[src/rtl/bridge_mux_pkg.sv]
// Shared types and helpers for the stream arbitration multiplexer.
package bridge_mux_pkg;

  typedef enum logic {ARB_FIXED = 1'b0, ARB_RR = 1'b1} arb_mode_e;

  // A single channel still needs a 1-bit select so that port widths stay legal.
  function automatic int sel_width(input int n);
    return (n > 1) ? $clog2(n) : 1;
  endfunction

endpackage

[src/rtl/rr_arbiter.sv]
// One-hot arbiter: fixed priority (lowest index) or round-robin from a rotating pointer.
module rr_arbiter
  import bridge_mux_pkg::*;
#(
  parameter int  NUM_CH   = 4,
  parameter int  ARB_MODE = 1,
  localparam int SEL_W    = sel_width(NUM_CH)
) (
  input  logic              clk,
  input  logic              rst,
  input  logic [NUM_CH-1:0] req,
  input  logic              en,
  output logic [NUM_CH-1:0] grant,
  output logic [SEL_W-1:0]  grant_idx
);

  localparam bit USE_RR = (ARB_MODE == int'(ARB_RR)) && (NUM_CH > 1);

  logic [SEL_W-1:0] r_ptr;
  logic [SEL_W-1:0] w_start;
  logic             w_found;

  assign w_start = USE_RR ? r_ptr : '0;

  // Two passes: first the channels at or above the pointer, then the wrapped ones below it.
  always_comb begin
    grant     = '0;
    grant_idx = '0;
    w_found   = 1'b0;
    for (int i = 0; i < NUM_CH; i++) begin
      if (en && !w_found && req[i] && (i >= int'(w_start))) begin
        grant[i]  = 1'b1;
        grant_idx = SEL_W'(i);
        w_found   = 1'b1;
      end
    end
    for (int i = 0; i < NUM_CH; i++) begin
      if (en && !w_found && req[i] && (i < int'(w_start))) begin
        grant[i]  = 1'b1;
        grant_idx = SEL_W'(i);
        w_found   = 1'b1;
      end
    end
  end

  always_ff @(posedge clk) begin
    if (rst) begin
      r_ptr <= '0;
    end else if (USE_RR && en && (|req)) begin
      r_ptr <= (grant_idx == SEL_W'(NUM_CH - 1)) ? '0 : grant_idx + SEL_W'(1);
    end
  end

endmodule

[src/rtl/stream_arb_mux.sv]
// N-channel registered stream multiplexer with built-in arbitration and valid/ready handshakes.
module stream_arb_mux
  import bridge_mux_pkg::*;
#(
  parameter int  NUM_CH   = 4,
  parameter int  DATA_W   = 32,
  parameter int  ARB_MODE = 1,
  localparam int SEL_W    = sel_width(NUM_CH)
) (
  input  logic                     clk,
  input  logic                     rst,
  input  logic [NUM_CH-1:0]        in_valid,
  input  logic [NUM_CH*DATA_W-1:0] in_data,
  output logic [NUM_CH-1:0]        in_ready,
  output logic                     out_valid,
  output logic [DATA_W-1:0]        out_data,
  output logic [SEL_W-1:0]         out_sel,
  input  logic                     out_ready
);

  logic              r_out_valid;
  logic [DATA_W-1:0] r_out_data;
  logic [SEL_W-1:0]  r_out_sel;

  logic              w_load_en;
  logic              w_arb_en;
  logic [NUM_CH-1:0] w_grant;
  logic [SEL_W-1:0]  w_grant_idx;
  logic [DATA_W-1:0] w_mux_data;
  logic [DATA_W-1:0] w_ch_data [NUM_CH];

  assign w_load_en = !r_out_valid || out_ready;
  // Reset blocks all acceptance so nothing is lost while the register is being cleared.
  assign w_arb_en  = w_load_en && !rst;

  rr_arbiter #(
    .NUM_CH   (NUM_CH),
    .ARB_MODE (ARB_MODE)
  ) u_arb (
    .clk       (clk),
    .rst       (rst),
    .req       (in_valid),
    .en        (w_arb_en),
    .grant     (w_grant),
    .grant_idx (w_grant_idx)
  );

  assign in_ready = w_grant;

  for (genvar gi = 0; gi < NUM_CH; gi++) begin : g_unpack
    assign w_ch_data[gi] = in_data[gi*DATA_W +: DATA_W];
  end

  // AND-OR mux on the one-hot grant keeps the select path shallow.
  always_comb begin
    w_mux_data = '0;
    for (int i = 0; i < NUM_CH; i++) begin
      if (w_grant[i]) begin
        w_mux_data = w_mux_data | w_ch_data[i];
      end
    end
  end

  always_ff @(posedge clk) begin
    if (rst) begin
      r_out_valid <= 1'b0;
      r_out_data  <= '0;
      r_out_sel   <= '0;
    end else if (w_load_en) begin
      if (|w_grant) begin
        r_out_valid <= 1'b1;
        r_out_data  <= w_mux_data;
        r_out_sel   <= w_grant_idx;
      end else begin
        r_out_valid <= 1'b0;
      end
    end
  end

  assign out_valid = r_out_valid;
  assign out_data  = r_out_data;
  assign out_sel   = r_out_sel;

endmodule
[config.mk]
export PLATFORM = sky130hd
export DESIGN_NAME = stream_arb_mux
export DESIGN_NICKNAME = d
export VERILOG_FILES = /design/src/rtl/bridge_mux_pkg.sv /design/src/rtl/rr_arbiter.sv /design/src/rtl/stream_arb_mux.sv
export SDC_FILE = /design/constraint.sdc
export NUM_CORES = 1
export LEC_CHECK = 0
export ABC_CLOCK_PERIOD_IN_PS = 1540
export BUFFER_PORTS_ARGS = -buffer_cell sky130_fd_sc_hd__buf_2
export CORE_UTILIZATION = 35
export CTS_CLUSTER_DIAMETER = 40
export DETAILED_ROUTE_END_ITERATION = 8
export MAX_ROUTING_LAYER = met4
export PLACE_DENSITY = 0.76
export SLEW_MARGIN = 20
export SYNTH_ARGS = -nofsm -noshare
export SYNTH_HDL_FRONTEND = slang
export SYNTH_SLANG_ARGS = --single-unit
export TNS_END_PERCENT = 10
[constraint.sdc]
create_clock -name clk -period 1.54 [get_ports clk]
set_input_delay 0.154 -clock clk [delete_from_list [all_inputs] [get_ports clk]]
set_output_delay 0.154 -clock clk [all_outputs]
set_load 0.05 [all_outputs]
Word level (Yosys, flattened, before mapping). Index checks and enable logic that the tools add are counted.

Flip-flop bits (word level): 37. Input port bits: 135. Logic and storage cells: 72.

$add $sub $neg: 1. Magnitude comparators: 6. Eq/ne operators: 1. Muxes and demuxes: 24. Bitwise operators: 3. Reduce and logical (&&, ||, !) cells: 33.

Operator list (count): 32-bit 2-to-1 mux (4); 32-bit bitwise OR (3); 1-bit logical AND (21); 1-bit 2-to-1 mux (14); 2-bit 2-to-1 mux (6); 1-bit zero test (8); 4-bit OR reduction (2); 1-bit by 2-bit >= comparator with 1-bit output, first input constant (2); 1-bit by 2-bit less-than comparator with 1-bit output, first input constant (2); 2-bit by 1-bit adder with 2-bit output, second input constant (1); 2-bit == test, second input constant (1); 2-bit >= comparator, first input constant (1); 2-bit less-than comparator, first input constant (1); 2-bit AND reduction (1); 1-bit logical OR (1).

Depth between registers and ports, before layout.
Word-level depth: 38. Gate-level depth with buffers: 8. Depth with buffers taken out: 5.

Modules after synthesis. From an unflattened synthesis, not the netlist that was laid out.

Cell total of the unflattened synthesis: 241. Area, all modules: 2162.1 um^2.

By module, submodules not included: stream_arb_mux (times used 1, cells each 207, area an instance 1906.8 um^2, sequential area each 700.7 um^2); rr_arbiter (times used 1, cells each 34, area an instance 255.2 um^2, sequential area each 40.0 um^2).

Worst setup path after synthesis. Ideal clock, no wire load.

Path type: reg-to-reg. From: register r_out_valid (netlist: out_valid). To: register r_out_data[0] (netlist: out_data[0]). Arrival time: 2102 ps. Data required time: 1465 ps. Slack: -637 ps. Stages on the path, launching flop included: 7. Path buffers: 1. Period minus slack after synthesis: 2177 ps. Cells stage by stage: dfxtp_1 -> nand2b_1 -> nand2_1 -> nor3_2 -> clkbuf_1 -> nand2_1 -> a31oi_1.

Elaborated cells between the ends (all ways): 49. Classes of those cells: mux (16); bitwise (3); reduce/logical (30).

RTL lines: start: declaration (line stream_arb_mux.sv:21) `logic r_out_valid;`; start signal: assignment (line stream_arb_mux.sv:66) `r_out_valid <= 1'b0;`; start signal: assignment (line stream_arb_mux.sv:71) `r_out_valid <= 1'b1;`; start signal: assignment (line stream_arb_mux.sv:75) `r_out_valid <= 1'b0;`; 1-bit zero test (*) (line stream_arb_mux.sv:32) `assign w_load_en = !r_out_valid || out_ready;`; 1-bit logical OR (*) (line stream_arb_mux.sv:32); 1-bit logical AND (*) (line stream_arb_mux.sv:34) `assign w_arb_en = w_load_en && !rst;`; 1-bit logical AND (2 in series) (line rr_arbiter.sv:31) `if (en && !w_found && req[i] && (i >= int'(w_start))) begin`; 1-bit 2-to-1 mux (line rr_arbiter.sv:31); 1-bit zero test (line rr_arbiter.sv:31); 1-bit logical AND (3 in series) (line rr_arbiter.sv:31); 1-bit 2-to-1 mux (line rr_arbiter.sv:31); (+14 left out); named net in_ready[0] (line stream_arb_mux.sv:14) `output logic [NUM_CH-1:0] in_ready,`; 32-bit 2-to-1 mux (line stream_arb_mux.sv:58) `if (w_grant[i]) begin`; 32-bit bitwise OR (line stream_arb_mux.sv:59) `w_mux_data = w_mux_data | w_ch_data[i];`; 32-bit 2-to-1 mux (line stream_arb_mux.sv:58); 32-bit bitwise OR (line stream_arb_mux.sv:59); 32-bit 2-to-1 mux (line stream_arb_mux.sv:58); 32-bit bitwise OR (line stream_arb_mux.sv:59); 32-bit 2-to-1 mux (line stream_arb_mux.sv:58); end signal: assignment (line stream_arb_mux.sv:72) `r_out_data <= w_mux_data;`; end: declaration (line stream_arb_mux.sv:22) `logic [DATA_W-1:0] r_out_data;`.

Mark *: on every way through the listed nets, which the timed path passes. The rest lies on a longest branch. A chain may end at the register's enable or synchronous reset.

Worst setup path after layout.
From: register u_arb.r_ptr[0]. To: register r_out_data[4] (netlist: out_data[4]).

Word-level cells in the longest chain between the ends: 35. Elaborated cells between the ends (all ways): 51. Classes of those cells: order compare (6); mux (16); bitwise (3); reduce/logical (26).

Ends and longest elaborated chain: start: declaration (line rr_arbiter.sv:19) `logic [SEL_W-1:0] r_ptr;`; start signal: assignment (line rr_arbiter.sv:50) `r_ptr <= (grant_idx == SEL_W'(NUM_CH - 1)) ? '0 : grant_idx + SEL_W'(1);`; 1-bit by 2-bit >= comparator with 1-bit output (line rr_arbiter.sv:31); 1-bit logical AND (line rr_arbiter.sv:31); 1-bit 2-to-1 mux (line rr_arbiter.sv:31); 1-bit zero test (line rr_arbiter.sv:31); 1-bit logical AND (3 in series) (line rr_arbiter.sv:31); 1-bit 2-to-1 mux (line rr_arbiter.sv:31); 1-bit zero test (line rr_arbiter.sv:31); 1-bit logical AND (3 in series) (line rr_arbiter.sv:31); (+11 left out); 1-bit logical AND (3 in series) (line rr_arbiter.sv:38) `if (en && !w_found && req[i] && (i < int'(w_start))) begin`; 1-bit 2-to-1 mux (line rr_arbiter.sv:38); 1-bit zero test (line rr_arbiter.sv:38); 1-bit logical AND (3 in series) (line rr_arbiter.sv:38); 1-bit 2-to-1 mux (line rr_arbiter.sv:38); 32-bit 2-to-1 mux (line stream_arb_mux.sv:58); 32-bit bitwise OR (line stream_arb_mux.sv:59); 32-bit 2-to-1 mux (line stream_arb_mux.sv:58).

Parallel ways exist; a longest one is shown, timed or not.

==> run_results.csv <==
group,metric,value,unit
setup_path,critical_path_class,"register to register",
drt,drt-total-wl,8220,um
logic_synthesis,seq_area_frac_synth,36.0,%
finish,drive_gt1_share,54.8,%
placed_design,dpl-instance-area,3190,sq um
worst_hold_path,hold-path-endpoint,"out_valid",
global_route,grt_overflow,0,
timing,slew-limit-headroom,71.7,%
finish,final_cell_mix,"169 x buf_2, 34 x nand2_1, 34 x dfxtp_1",
timing,final-hold-violation-count,0,
logic_synthesis,syn_inst,240,
drt,wl_per_cell,16.2,um
drt,drtAntennaViolNets,0,
timing,finalSetupViolCount,38,
clock_tree,clock_sinks,37,
clock_tree,cts-root-buf,"clkbuf_8",
worst_hold_path,worstHoldPathCells,2,
pwr,combPwrFrac,47.8,%
pwr,p_int,0.00227,W
logic_synthesis,synth_area,2060,sq um
logic_synthesis,yosys_register_bits,37,
status,outcome,"finished with violations",
worst_hold_path,hold_path_class,"input pin to register",
pwr,p_leak,1.67,nW
setup_path,reg2reg_setup_slack,-0.30,ns
setup_path,startpoint_type,"register",
global_route,grt_pass1_wl,12600,um
setup_path,worstReg2RegEnd,"out_data[4]",
timing,finalMaxSlewViolations,0,
floorplan,num_rows,27,
timing,fmax,543,MHz
drt,first_pass_iters,6,
pwr,vdd_drop_max,501,uV
floorplan,die-area,6180,sq um
drt,avgViaCountPerCell,5.75,
pwr,clock_power_share,21.0,%
pwr,p_switching,0.00162,W
run,maxCapViolCount,0,
timing,tightest_slew,0.425,ns
logic_synthesis,synth_cell_type_count,30,
pwr,swShare,41.7,%
floorplan,coreArea,5570,sq um
timing,worst_slack,-0.302,ns
pwr,p_per_area,1100,nW/um^2
floorplan,initial_core_util,36.9,%
worst_hold_path,min_from,"rst",
timing,layout_min_cycle_time,1.84,ns
placed_design,place.gp.congestion,0.845,
finish,area_growth,72.7,%
clock_tree,cts.clk_slew.worst_paths,0.08,ns
logic_synthesis,ys_warn_count,0,
finish,fin_area,3550,sq um
timing,clock_skew,0.00490,ns
pwr,p_seq_share,31.2,%
floorplan,die_h,78.6,um
setup_path,critPathMaxFanout,18,
clock_tree,numCtsBuffers,5,
floorplan,ios,174,
global_route,antenna_found_initial,0,
setup_path,reg2reg_from,"u_arb.r_ptr[0]",
setup_path,reg2reg_depth,7,
logic_synthesis,postSynthAreaPerCell,8.57,sq um
finish,n_antenna_cell,0,
pwr,total_power,0.00389,W
setup_path,crit_arrival,2.01,ns
drt,drt_iter0_markers,312,
clock_tree,clk_latency,0.29,ns
clock_tree,clockBufferDepth,2,
finish,nets,568,
setup_path,end_kind,"register",
drt,num_vias,2912,
finish,layout_commonest_cell,"buf_2",
logic_synthesis,syn_nets,375,
global_route,grt_max_degree,25,
floorplan,die_x,78.6,um
clock_tree,htreeDepth,2,
setup_path,worstPathRequired,1.71,ns
clock_tree,tritoncts,"yes",
placed_design,io_buffer_count,173,
finish,fillCellCount,509,
timing,grt_setup_unrepaired,"yes",
placed_design,dp_hpwl,5690,um
timing,fin_crit_sh,120,%
drt,drc,0,
global_route,grtUsageTotal,26.5,%
global_route,grt_pass1_vias,2647,
status,violations,"setup timing",
[cell type report]
cell class	instances	area, sq um	share of cell area (%)
Sequential cell	37	752	21.2
Clock buffer	8	111	3.14
Multi-Input combinational cell	174	1250	35.1
Inverter	3	13.8	0.388
Tap cell	72	90.1	2.54
Timing Repair Buffer	212	1340	37.7
[power groups by stage]
stage	Sequential, W	Combinational [W]	Clock (W)
2_1_floorplan	0.00176	0.000631	0
3_3_place_gp	0.00122	0.00169	0
3_5_place_dp	0.00123	0.00171	0
4_1_cts	0.00121	0.00183	0.000824
5_1_grt	0.00123	0.00196	0.000864
6_report	0.00121	0.00186	0.000818
[critical path, stage by stage, from the launching register on]
cell and delay (ns):
dfxtp_4 0.36, nand2b_1 0.21, a21oi_1 0.23, buf_4 0.18, nor2_4 0.05, buf_4 0.19, a222oi_1 0.35, a31oi_1 0.13
[stage by stage]
stage                     setup TNS (ns)  util [%]  setup slack [ns]  hold slack, ns  std cells
after floorplan                    -2.62         -           -0.0880           0.213        240
after global placement             -2.94      57.2            -0.239           0.388        488
after detailed placement           -4.48      57.2            -0.282           0.395        488
after CTS                          -8.37      62.8            -0.309          0.0877        505
after global routing              -11.08      63.7            -0.368           0.102        506
final                              -8.27      63.7            -0.302          0.0947        506
[registers in the layout (all words and copies together), names as in the netlist]
signal       cells
out_sel          2
u_arb.r_ptr      2
out_valid        1
out_data        32
[metal layers]
layer / vias up / global-route usage, % / share of wire, %
met5: - / - / 0
met4: 0 / 6.85 / 1.3
met3: 11 / 5.23 / 7.4
met2: 155 / 46.3 / 50
met1: 1361 / 30.8 / 41
li1: 1385 / - / -
[synthesized netlist by cell type, drive strengths merged]
| cell type | count | area share (%) |
|---|---|---|
| dfxtp | 37 | 36 |
| nand2 | 35 | 6.4 |
| a31oi | 34 | 11 |
| a222oi | 32 | 16 |
| o31ai | 32 | 12 |
| clkbuf | 20 | 3.7 |
| o21ai | 8 | 1.9 |
| buf | 6 | 2.4 |
| nor2 | 6 | 1.1 |
| a21oi | 5 | 1.2 |
| nor2b | 4 | 1.2 |
| inv | 3 | 0.55 |
| nand2b | 3 | 0.91 |
| a21o | 2 | 0.73 |
| nor3 | 2 | 0.73 |
| o21a | 2 | 0.73 |
| nand3 | 1 | 0.24 |
| nand4 | 1 | 0.61 |
| nor4b | 1 | 0.73 |
| o2111a | 1 | 0.55 |
| o21bai | 1 | 0.91 |
| o22ai | 1 | 0.30 |
| o31a | 1 | 0.43 |
| or2 | 1 | 0.30 |
| or3b | 1 | 0.43 |
[logic make-up (layout without fill, tap and decap cells)]
group / after synthesis / after routing / synth area share [%]
DFF: 37 / 37 / 36.0
buffers and inverters: 29 / 223 / 6.57
AOI/OAI and AO/OA: 119 / 119 / 44.7
and+or+nand+nor: 55 / 55 / 12.7
[worst max-delay path by stage]
stage	from	endpoint	slack, ns	depth (start not counted)
4_1_cts	u_arb.r_ptr[0]	out_data[13]	-0.31	7
5_1_grt	u_arb.r_ptr[1]	out_data[13]	-0.37	7
6_report	u_arb.r_ptr[0]	out_data[4]	-0.30	7
3_3_place_gp	u_arb.r_ptr[0]	out_data[4]	-0.24	6
2_1_floorplan	u_arb.r_ptr[0]	out_data[0]	-0.09	6
3_5_place_dp	u_arb.r_ptr[0]	out_data[4]	-0.28	6
[repair_timing]
item | CTS | global route
setup endpoints to repair | 40 | 40
gates cloned | 2 | 1
hold buffers | 0 | 0
buffers inserted | 7 | 0
pin swaps | 10 | 10
gates resized for setup | 33 | 6
Power figures use the tool's default switching activity.
